==> src/rtl/fifo_sync_flags_pkg.sv <==
// Shared constants and elaboration helpers for the flagged synchronous FIFO.
package fifo_pkg;

  localparam int FIFO_MODE_REG  = 0;
  localparam int FIFO_MODE_FWFT = 1;

  // Occupancy must represent 0..DEPTH inclusive, hence DEPTH+1.
  function automatic int fifo_count_width(input int depth);
    return $clog2(depth + 1);
  endfunction

  function automatic bit fifo_params_ok(input int depth, input int af_level,
                                        input int ae_level, input int fwft);
    return (depth >= 2) && (depth <= 1024) &&
           (af_level >= 1) && (af_level <= depth) &&
           (ae_level >= 0) && (ae_level <= depth - 1) &&
           ((fwft == FIFO_MODE_REG) || (fwft == FIFO_MODE_FWFT));
  endfunction

endpackage

==> src/rtl/fifo_sync_flags_if.sv <==
// Producer/consumer-facing signal bundle of fifo_sync_flags.
interface fifo_sync_flags_if import fifo_pkg::*; #(
  parameter int WIDTH = 8,
  parameter int DEPTH = 8
);
  localparam int CW = fifo_count_width(DEPTH);

  // wr/rd are requests sampled every rising edge with no ready return path:
  // a write to a full FIFO (without a concurrent accepted read) or a read of an
  // empty FIFO is dropped and reported by a one-cycle overflow/underflow pulse.
  logic             wr;
  logic [WIDTH-1:0] data_in;
  logic             rd;
  logic [WIDTH-1:0] data_out;
  logic             data_valid;
  logic [CW-1:0]    count;
  logic             full;
  logic             empty;
  logic             almost_full;
  logic             almost_empty;
  logic             overflow;
  logic             underflow;

  modport master (
    output wr, data_in, rd,
    input  data_out, data_valid, count, full, empty,
           almost_full, almost_empty, overflow, underflow
  );

  modport slave (
    input  wr, data_in, rd,
    output data_out, data_valid, count, full, empty,
           almost_full, almost_empty, overflow, underflow
  );

endinterface

==> src/rtl/fifo_sync_flags_ptr.sv <==
// Pointer that counts 0..DEPTH-1 and wraps by explicit compare (any DEPTH).
module fifo_ptr #(
  parameter int DEPTH = 8,
  parameter int PW    = $clog2(DEPTH)
) (
  input  logic          clk,
  input  logic          rst,
  input  logic          i_inc,
  output logic [PW-1:0] o_ptr
);
  localparam logic [PW-1:0] C_LAST = PW'(DEPTH - 1);

  logic [PW-1:0] r_ptr;

  always_ff @(posedge clk) begin
    if (rst) begin
      r_ptr <= '0;
    end else if (i_inc) begin
      r_ptr <= (r_ptr == C_LAST) ? '0 : r_ptr + PW'(1);
    end
  end

  assign o_ptr = r_ptr;

endmodule

==> src/rtl/fifo_sync_flags.sv <==
// Synchronous FIFO with occupancy count, threshold flags, error pulses and
// a choice of registered or first-word-fall-through read.
module fifo_sync_flags import fifo_pkg::*; #(
  parameter int DEPTH    = 8,
  parameter int WIDTH    = 8,
  parameter int AF_LEVEL = DEPTH - 2,
  parameter int AE_LEVEL = 2,
  parameter int FWFT     = FIFO_MODE_REG
) (
  input logic               clk,
  input logic               rst,
  fifo_sync_flags_if.slave  bus
);
  localparam int CW = fifo_count_width(DEPTH);
  localparam int PW = $clog2(DEPTH);
  localparam logic [CW-1:0] C_DEPTH = CW'(DEPTH);
  localparam logic [CW-1:0] C_AF    = CW'(AF_LEVEL);
  localparam logic [CW-1:0] C_AE    = CW'(AE_LEVEL);

  if (!fifo_params_ok(DEPTH, AF_LEVEL, AE_LEVEL, FWFT)) begin : g_bad_params
    $error("fifo_sync_flags: illegal DEPTH/AF_LEVEL/AE_LEVEL/FWFT combination");
  end

  logic [WIDTH-1:0] r_mem [DEPTH];
  logic [PW-1:0]    w_wr_ptr;
  logic [PW-1:0]    w_rd_ptr;
  logic             w_wr_ok;
  logic             w_rd_ok;
  logic [CW-1:0]    r_count;
  logic [CW-1:0]    w_count_nxt;
  logic             r_full;
  logic             r_empty;
  logic             r_almost_full;
  logic             r_almost_empty;
  logic             r_overflow;
  logic             r_underflow;

  // A full FIFO still takes a write when a read frees a slot on the same edge.
  assign w_rd_ok = bus.rd && !r_empty;
  assign w_wr_ok = bus.wr && (!r_full || w_rd_ok);

  fifo_ptr #(.DEPTH(DEPTH), .PW(PW)) u_wr_ptr (
    .clk   (clk),
    .rst   (rst),
    .i_inc (w_wr_ok),
    .o_ptr (w_wr_ptr)
  );

  fifo_ptr #(.DEPTH(DEPTH), .PW(PW)) u_rd_ptr (
    .clk   (clk),
    .rst   (rst),
    .i_inc (w_rd_ok),
    .o_ptr (w_rd_ptr)
  );

  always_ff @(posedge clk) begin
    if (!rst && w_wr_ok) begin
      r_mem[w_wr_ptr] <= bus.data_in;
    end
  end

  always_comb begin
    w_count_nxt = r_count;
    case ({w_wr_ok, w_rd_ok})
      2'b10:   w_count_nxt = r_count + CW'(1);
      2'b01:   w_count_nxt = r_count - CW'(1);
      default: w_count_nxt = r_count;
    endcase
  end

  // Flags are derived from the next count so they line up with r_count.
  always_ff @(posedge clk) begin
    if (rst) begin
      r_count        <= '0;
      r_full         <= 1'b0;
      r_empty        <= 1'b1;
      r_almost_full  <= 1'b0;
      r_almost_empty <= 1'b1;
      r_overflow     <= 1'b0;
      r_underflow    <= 1'b0;
    end else begin
      r_count        <= w_count_nxt;
      r_full         <= (w_count_nxt == C_DEPTH);
      r_empty        <= (w_count_nxt == '0);
      r_almost_full  <= (w_count_nxt >= C_AF);
      r_almost_empty <= (w_count_nxt <= C_AE);
      r_overflow     <= bus.wr && !w_wr_ok;
      r_underflow    <= bus.rd && !w_rd_ok;
    end
  end

  assign bus.count        = r_count;
  assign bus.full         = r_full;
  assign bus.empty        = r_empty;
  assign bus.almost_full  = r_almost_full;
  assign bus.almost_empty = r_almost_empty;
  assign bus.overflow     = r_overflow;
  assign bus.underflow    = r_underflow;

  if (FWFT == FIFO_MODE_FWFT) begin : g_fwft
    // Head entry shown directly; forced to zero while empty so reset reads 0.
    assign bus.data_out   = r_empty ? '0 : r_mem[w_rd_ptr];
    assign bus.data_valid = !r_empty;
  end else begin : g_reg
    logic [WIDTH-1:0] r_data_out;
    logic             r_data_valid;

    always_ff @(posedge clk) begin
      if (rst) begin
        r_data_out   <= '0;
        r_data_valid <= 1'b0;
      end else begin
        r_data_valid <= w_rd_ok;
        if (w_rd_ok) begin
          r_data_out <= r_mem[w_rd_ptr];
        end
      end
    end

    assign bus.data_out   = r_data_out;
    assign bus.data_valid = r_data_valid;
  end

endmodule

==> src/flat_wrapper.sv <==
// flat-port wrapper written by rule: the top's interface ports become plain ports
module fifo_sync_flags_flat import fifo_pkg::*;
#(
  parameter int DEPTH    = 8,
  parameter int WIDTH    = 8,
  parameter int AF_LEVEL = DEPTH - 2,
  parameter int AE_LEVEL = 2,
  parameter int FWFT     = FIFO_MODE_REG
)
  (clk, rst, bus_wr, bus_data_in, bus_rd, bus_data_out, bus_data_valid, bus_count, bus_full, bus_empty, bus_almost_full, bus_almost_empty, bus_overflow, bus_underflow);
  fifo_sync_flags_if #(.WIDTH(WIDTH), .DEPTH(DEPTH)) bus_i ();
  input logic clk;
  input logic rst;
  input wire logic [$bits(bus_i.wr)-1:0] bus_wr;
  input wire logic [$bits(bus_i.data_in)-1:0] bus_data_in;
  input wire logic [$bits(bus_i.rd)-1:0] bus_rd;
  output wire logic [$bits(bus_i.data_out)-1:0] bus_data_out;
  output wire logic [$bits(bus_i.data_valid)-1:0] bus_data_valid;
  output wire logic [$bits(bus_i.count)-1:0] bus_count;
  output wire logic [$bits(bus_i.full)-1:0] bus_full;
  output wire logic [$bits(bus_i.empty)-1:0] bus_empty;
  output wire logic [$bits(bus_i.almost_full)-1:0] bus_almost_full;
  output wire logic [$bits(bus_i.almost_empty)-1:0] bus_almost_empty;
  output wire logic [$bits(bus_i.overflow)-1:0] bus_overflow;
  output wire logic [$bits(bus_i.underflow)-1:0] bus_underflow;
  assign bus_i.wr = bus_wr;
  assign bus_i.data_in = bus_data_in;
  assign bus_i.rd = bus_rd;
  assign bus_data_out = bus_i.data_out;
  assign bus_data_valid = bus_i.data_valid;
  assign bus_count = bus_i.count;
  assign bus_full = bus_i.full;
  assign bus_empty = bus_i.empty;
  assign bus_almost_full = bus_i.almost_full;
  assign bus_almost_empty = bus_i.almost_empty;
  assign bus_overflow = bus_i.overflow;
  assign bus_underflow = bus_i.underflow;
  fifo_sync_flags #(.DEPTH(DEPTH), .WIDTH(WIDTH), .AF_LEVEL(AF_LEVEL), .AE_LEVEL(AE_LEVEL), .FWFT(FWFT)) u_core (.clk(clk), .rst(rst), .bus(bus_i));
endmodule
==> config.mk <==
export PLATFORM = sky130hd
export DESIGN_NAME = fifo_sync_flags_flat
export DESIGN_NICKNAME = d
export VERILOG_FILES = /design/src/rtl/fifo_sync_flags_pkg.sv /design/src/rtl/fifo_sync_flags_if.sv /design/src/rtl/fifo_sync_flags_ptr.sv /design/src/rtl/fifo_sync_flags.sv /design/src/flat_wrapper.sv
export SDC_FILE = /design/constraint.sdc
export NUM_CORES = 1
export LEC_CHECK = 0
export CAP_MARGIN = 20
export CORE_UTILIZATION = 54
export DETAILED_ROUTE_END_ITERATION = 12
export DONT_BUFFER_PORTS = 1
export GPL_TIMING_DRIVEN = 0
export PLACE_DENSITY_LB_ADDON = 0.12
export SYNTH_ARGS = -nofsm -noshare
export SYNTH_HDL_FRONTEND = slang
export SYNTH_HIERARCHICAL = 1
export SYNTH_SLANG_ARGS = --single-unit
export TNS_END_PERCENT = 30
==> constraint.sdc <==
create_clock -name clk -period 4.39 [get_ports clk]
set_input_delay 0.878 -clock clk [delete_from_list [all_inputs] [get_ports clk]]
set_output_delay 0.878 -clock clk [all_outputs]
set_load 0.01 [all_outputs]
* Word level (Yosys, flattened, before mapping) *
Memories as Yosys holds them, arrays and structs flattened. A register that Yosys moved wholly into a read port is not among the register bits.
Index checks and enable logic that the tools add are counted.

storage, ports and cells
  register bits after elaboration = 17
  memories kept = 1
  word-level logic and storage cells = 39
  memory bits (writable) = 64
  bits in read-only memories = 0
  latch bits = 0
  bits of input ports = 12

memory list
  name          words  width  rd ports  clocked after memory_dff  write ports  RTL line               source
  u_core.r_mem  8      8      1         1                         1            fifo_sync_flags.sv:24  logic [WIDTH-1:0] r_mem [DEPTH];

operators by class
  add/subtract/negate cells = 4
  div/mod/pow operators = 0
  $mul = 0
  magnitude comparators = 2
  bitwise logic cells = 0
  reductions and logical operators = 12
  equality and inequality tests = 5
  mux-type cells = 5
  shifts and indexed selects = 0

operator list
  kind                 number
  $pmux 4 s2           1
  $add 3x1->3 const B  2
  $eq 3x3->1 const B   2
  $mux 3               2
  $logic_and 1x1->1    5
  $logic_not 1->1      5
  $add 4x1->4 const B  1
  $eq 4x4->1 const B   1
  $ge 4x3->1 const B   1
  $le 4x2->1 const B   1
  $logic_not 4->1      1
  $sub 4x1->4 const B  1
  $eq 2x1->1 const B   1
  $eq 2x2->1 const B   1
  $mux 1               2
  $logic_or 1x1->1     1

* Longest topological paths before layout *
  depth in word-level cells = 7
  gate-level depth with buffers = 11
  gate-level depth less buffers = 11

* Modules after synthesis *
Netlist, hierarchy kept.

modules (own cells, without submodules)
  module           seq. area each (µm²)  times used  area each (µm²)  cells each
  fifo_sync_flags  2302.2                1           3243.1           192
  fifo_ptr         60.1                  2           141.4            13

* Least setup slack after synthesis *
Ideal clock, no wire load.

  path kind = input -> register
  from = input port bus_rd
  to = register u_core.r_full, in the netlist u_core/bus.full
  slack = 1.341 ns
  data required time = 4.310 ns
  stages = 11
  data arrival time = 2.969 ns
  cell sequence = nand2b_1 -> clkinv_1 -> clkbuf_1 -> ha_1 -> xor2_1 -> ha_1 -> a21oi_1 -> mux2i_1 -> xor2_1 -> o21a_1 -> nor3b_1

on the way
  word-level cells in the longest chain between the ends = 6

ends and longest elaborated chain
  what                                             RTL line               source
  start, declared                                  flat_wrapper.sv:16     input wire logic [$bits(bus_i.rd)-1:0] bus_rd;
  $logic_and 1x1->1 (*)                            fifo_sync_flags.sv:39  assign w_rd_ok = bus.rd && !r_empty;
  via u_core.w_rd_ok                               fifo_sync_flags.sv:28  logic w_rd_ok;
  $logic_or 1x1->1                                 fifo_sync_flags.sv:40  assign w_wr_ok = bus.wr && (!r_full || w_rd_ok);
  $logic_and 1x1->1                                fifo_sync_flags.sv:40
  $eq 2x1->1 / $eq 2x2->1 (equally long branches)  fifo_sync_flags.sv:64  case ({w_wr_ok, w_rd_ok})
  $pmux 4 s2 (*)                                   fifo_sync_flags.sv:64
  $eq 4x4->1 (*)                                   fifo_sync_flags.sv:83  r_full <= (w_count_nxt == C_DEPTH);
  end signal, assigned                             fifo_sync_flags.sv:83
  end, declared                                    fifo_sync_flags.sv:31  logic r_full;

The timed path passes the listed nets; every way through them passes the cells marked *.
A chain may end at the register's enable or synchronous reset.

* Worst setup path after layout *
Same ends and word-level chain as after synthesis.

==> qor.csv <==
stage,metric,value,unit
routing,DR vias,1885,
synthesis,"Seq/Total Area, Yosys",0.687,
placement,Detail Placement HPWL,4.41,mm
power_and_ir_drop,P_leak,0.00129,uW
power_and_ir_drop,peak supply drop,283,uV
routing,First-pass DRT Iterations,5,
grt,largest net degree at the start of global routing,17,
routing,DRT iter0 DRCs,151,
worst_setup_path,FF-to-FF setup slack,1.23,ns
placement,Placer Congestion,0.792,
timing,crit path time final,3.21,ns
power_and_ir_drop,PwrDens,499,nW/um^2
worst_setup_path,Worst R2R Start,u_core/bus.empty,
clock_network,worst skew pair latency,0.35,ns
timing,final setup vio count,0,
status,outcome,completed,
timing,setup TNS,0,ns
floorplanning,io pins,31,
grt,grt ovf,0,
synthesis,Synth Warn #,6,
placement,dpl cells,297,
timing,transition time of the tightest slew-check pin,0.910,ns
clock_network,clock-pin slew on the worst setup and hold paths,0.09,ns
synthesis,Compound-Gate Fraction of Synth Area,0.0397,
clock_network,CTS Buffer Depth,2,
floorplanning,die width,82.8,um
floorplanning,cell row count,29,
worst_setup_path,Worst Setup EP,u_core/bus.full,
floorplanning,Die H,82.8,um
grt,vias in the first global route,1954,
synthesis,#FFs+latches synth,89,
worst_setup_path,CP required,4.65,ns
clock_network,post-cts gate resize count,0,
synthesis,Post-synth EDFFs,64,
worst_setup_path,crit path DAT,3.46,ns
power_and_ir_drop,Design Power,1940,uW
timing,worst setup margin,1.18,ns
routing,Final ANT Viol Nets,0,
synthesis,post-synthesis simple-gate area fraction,0.0827,
timing,skew final,0.00625,ns
grt,initial antenna violation count,0,
timing,Final Hold Fails,0,
worst_setup_path,CP startpoint,bus_rd,
synthesis,Post-synth ARST share,0,
layout,ratio of cells with drive above 1 in the final layout,0.186,
clock_network,clock buffer count from CTS,9,
grt,first-pass GRT wire length,10.1,mm
synthesis,syn nets,237,
floorplanning,Die Area,6860,um^2
worst_setup_path,Reg-to-Reg End,u_core/bus.full,
grt,GRT Util Overall,0.202,
routing,Remaining DRCs,0,
floorplanning,core area,6310,um^2
layout,nets@finish,250,
placement,dpl ws,0.850,ns
floorplanning,Initial Util,0.558,
hold_path,min-delay worst type,flop to flop,
synthesis,"Distinct cells, synth",35,
clock_network,clock root cell,clkbuf_8,
job,maxcap violations,0,
worst_setup_path,startpoint class of the critical path,input pin,
timing,Slew headroom,0.391,
timing,RSZ-0062 raised after global routing,false,
worst_setup_path,FF-to-FF path depth,11,
clock_network,H-tree level count,3,
layout,non-filler instance count after layout,313,
routing,WL/cell,20.4,um
timing,crit share post-route,0.730,
layout,ANT cells,0,
synthesis,Synth Area in Adders,0.0248,
timing,max frequency,0.312,GHz
synthesis,post-synthesis mux area share,0.136,
synthesis,synthesized area,3530,um^2
routing,vias per cell,6.02,
synthesis,XOR/XNOR share of the synthesized area,0.00994,
clock_network,postcts setup bufs,0,
layout,Final Util,0.614,
worst_setup_path,critical path endpoint category,flop,
hold_path,Hold Path Depth,2,
worst_setup_path,critical setup path kind,input pin to flop,
placement,PortBufs,0,
routing,final wirelength,6.37,mm
synthesis,top_reg_cell synth,edfxtp_1,
synthesis,post-synthesis cell count,218,
worst_setup_path,Worst Path Max Fanout,16,
layout,Layout area overhead,10.0,%
timing,Max Slew Vio Count,0,
clock_network,CTS Hold Buffers Added,0,
synthesis,combinational family with the most area after synthesis,multiplexers,
clock_network,Num Clock Sinks,89,
synthesis,mean area per synthesized cell,16.2,um^2
clock_network,CTS tree,built,
-- kinds of logic (layout without fill, tap and decap cells) --
| family | Yosys count | count (layout) |
|---|---|---|
| DFF | 89 | 89 |
| adders and majority gates | 7 | 7 |
| and+or+nand+nor | 57 | 57 |
| buffers and inverters | 13 | 31 |
| AOI/OAI and AO/OA | 20 | 20 |
| xor gates and xnor gates | 4 | 4 |
| muxes | 28 | 28 |
-- synth_stat cells, drive strengths merged (2+ instances only) --
cell type / number / area share
a211oi: 8 / 0.017
a21oi: 7 / 0.012
buf: 8 / 0.014
clkbuf: 3 / 0.0035
dfxtp: 25 / 0.14
edfxtp: 64 / 0.55
ha: 7 / 0.025
mux2i: 12 / 0.034
mux4: 16 / 0.10
nand2: 6 / 0.0064
nand2b: 10 / 0.018
nand3b: 3 / 0.0064
nor2: 26 / 0.028
nor3: 2 / 0.0028
nor3b: 3 / 0.0064
or3b: 2 / 0.0050
xor2: 3 / 0.0075
-- critical path: stages --
cell and delay, ns:
nand2b_1 0.09, clkinv_1 0.16, clkbuf_1 0.52, ha_1 0.39, xor2_1 0.11, ha_1 0.19
a21oi_1 0.16, mux2i_1 0.25, xor2_1 0.28, o21a_1 0.20, nor3b_1 0.23
-- power by group --
| part | switching, uW | internal (uW) |
|---|---|---|
| clock network | 277 | 379 |
| logic | 151 | 128 |
| registers | 50.7 | 951 |
| total | 479 | 1460 |
-- flip-flops by register name (all words and copies together), names as in the netlist --
signal / cells
u_core/bus.data_valid: 1
u_core/r_mem: 64
u_core/bus.almost_full: 1
u_core/u_wr_ptr/o_ptr: 3
u_core/bus.count: 4
u_core/bus.overflow: 1
u_core/bus.underflow: 1
u_core/bus.empty: 1
u_core/bus.almost_empty: 1
u_core/u_rd_ptr/o_ptr: 3
u_core/bus.data_out: 8
u_core/bus.full: 1
-- how the worst min path moves through the flow --
stage,startpoint,to
after CTS,u_core/u_rd_ptr/o_ptr[1],u_core/u_rd_ptr/o_ptr[1]
after floorplan,u_core/u_rd_ptr/o_ptr[1],u_core/u_rd_ptr/o_ptr[1]
after detailed placement,u_core/u_rd_ptr/o_ptr[1],u_core/u_rd_ptr/o_ptr[1]
after global placement,u_core/u_rd_ptr/o_ptr[1],u_core/u_rd_ptr/o_ptr[1]
final,u_core/u_rd_ptr/o_ptr[1],u_core/u_rd_ptr/o_ptr[1]
after global routing,u_core/u_rd_ptr/o_ptr[1],u_core/u_rd_ptr/o_ptr[1]
-- per-stage QoR --
stage,cell area (um^2),hold WS (ns)
after global routing,3880,0.527
after floorplan,3530,0.456
final,3880,0.494
after detailed placement,3640,0.481
after global placement,3620,0.474
after CTS,3880,0.498
-- layout make-up --
cell class | instances | area [um^2]
inverter | 2 | 7.51
sequential | 89 | 2420
fill | 484 | 2430
buffer | 11 | 61.3
tap | 77 | 96.3
multi-input combinational | 116 | 1030
clock buffer | 9 | 124
timing repair buffer | 2 | 15.0
clock inverter | 7 | 118
-- cells in the final DEF (no fill, tap or decap), types with 4 or more instances in the layout --
cell	synthesis	final
a21oi_1	5	5
a211oi_1	8	8
clkbuf_8	0	9
mux2i_1	12	12
mux4_2	16	16
ha_1	7	7
nand2b_1	10	10
nand2_1	6	6
buf_4	2	4
nor2_1	26	26
edfxtp_1	64	64
dfxtp_1	25	25
-- layer usage --
layer	global-route usage	routed length [um]
met1	0.245	2610
met3	0.0646	340
met5	0	0
met4	0.0987	114
met2	0.329	3300
Power figures use the tool's default switching activity.
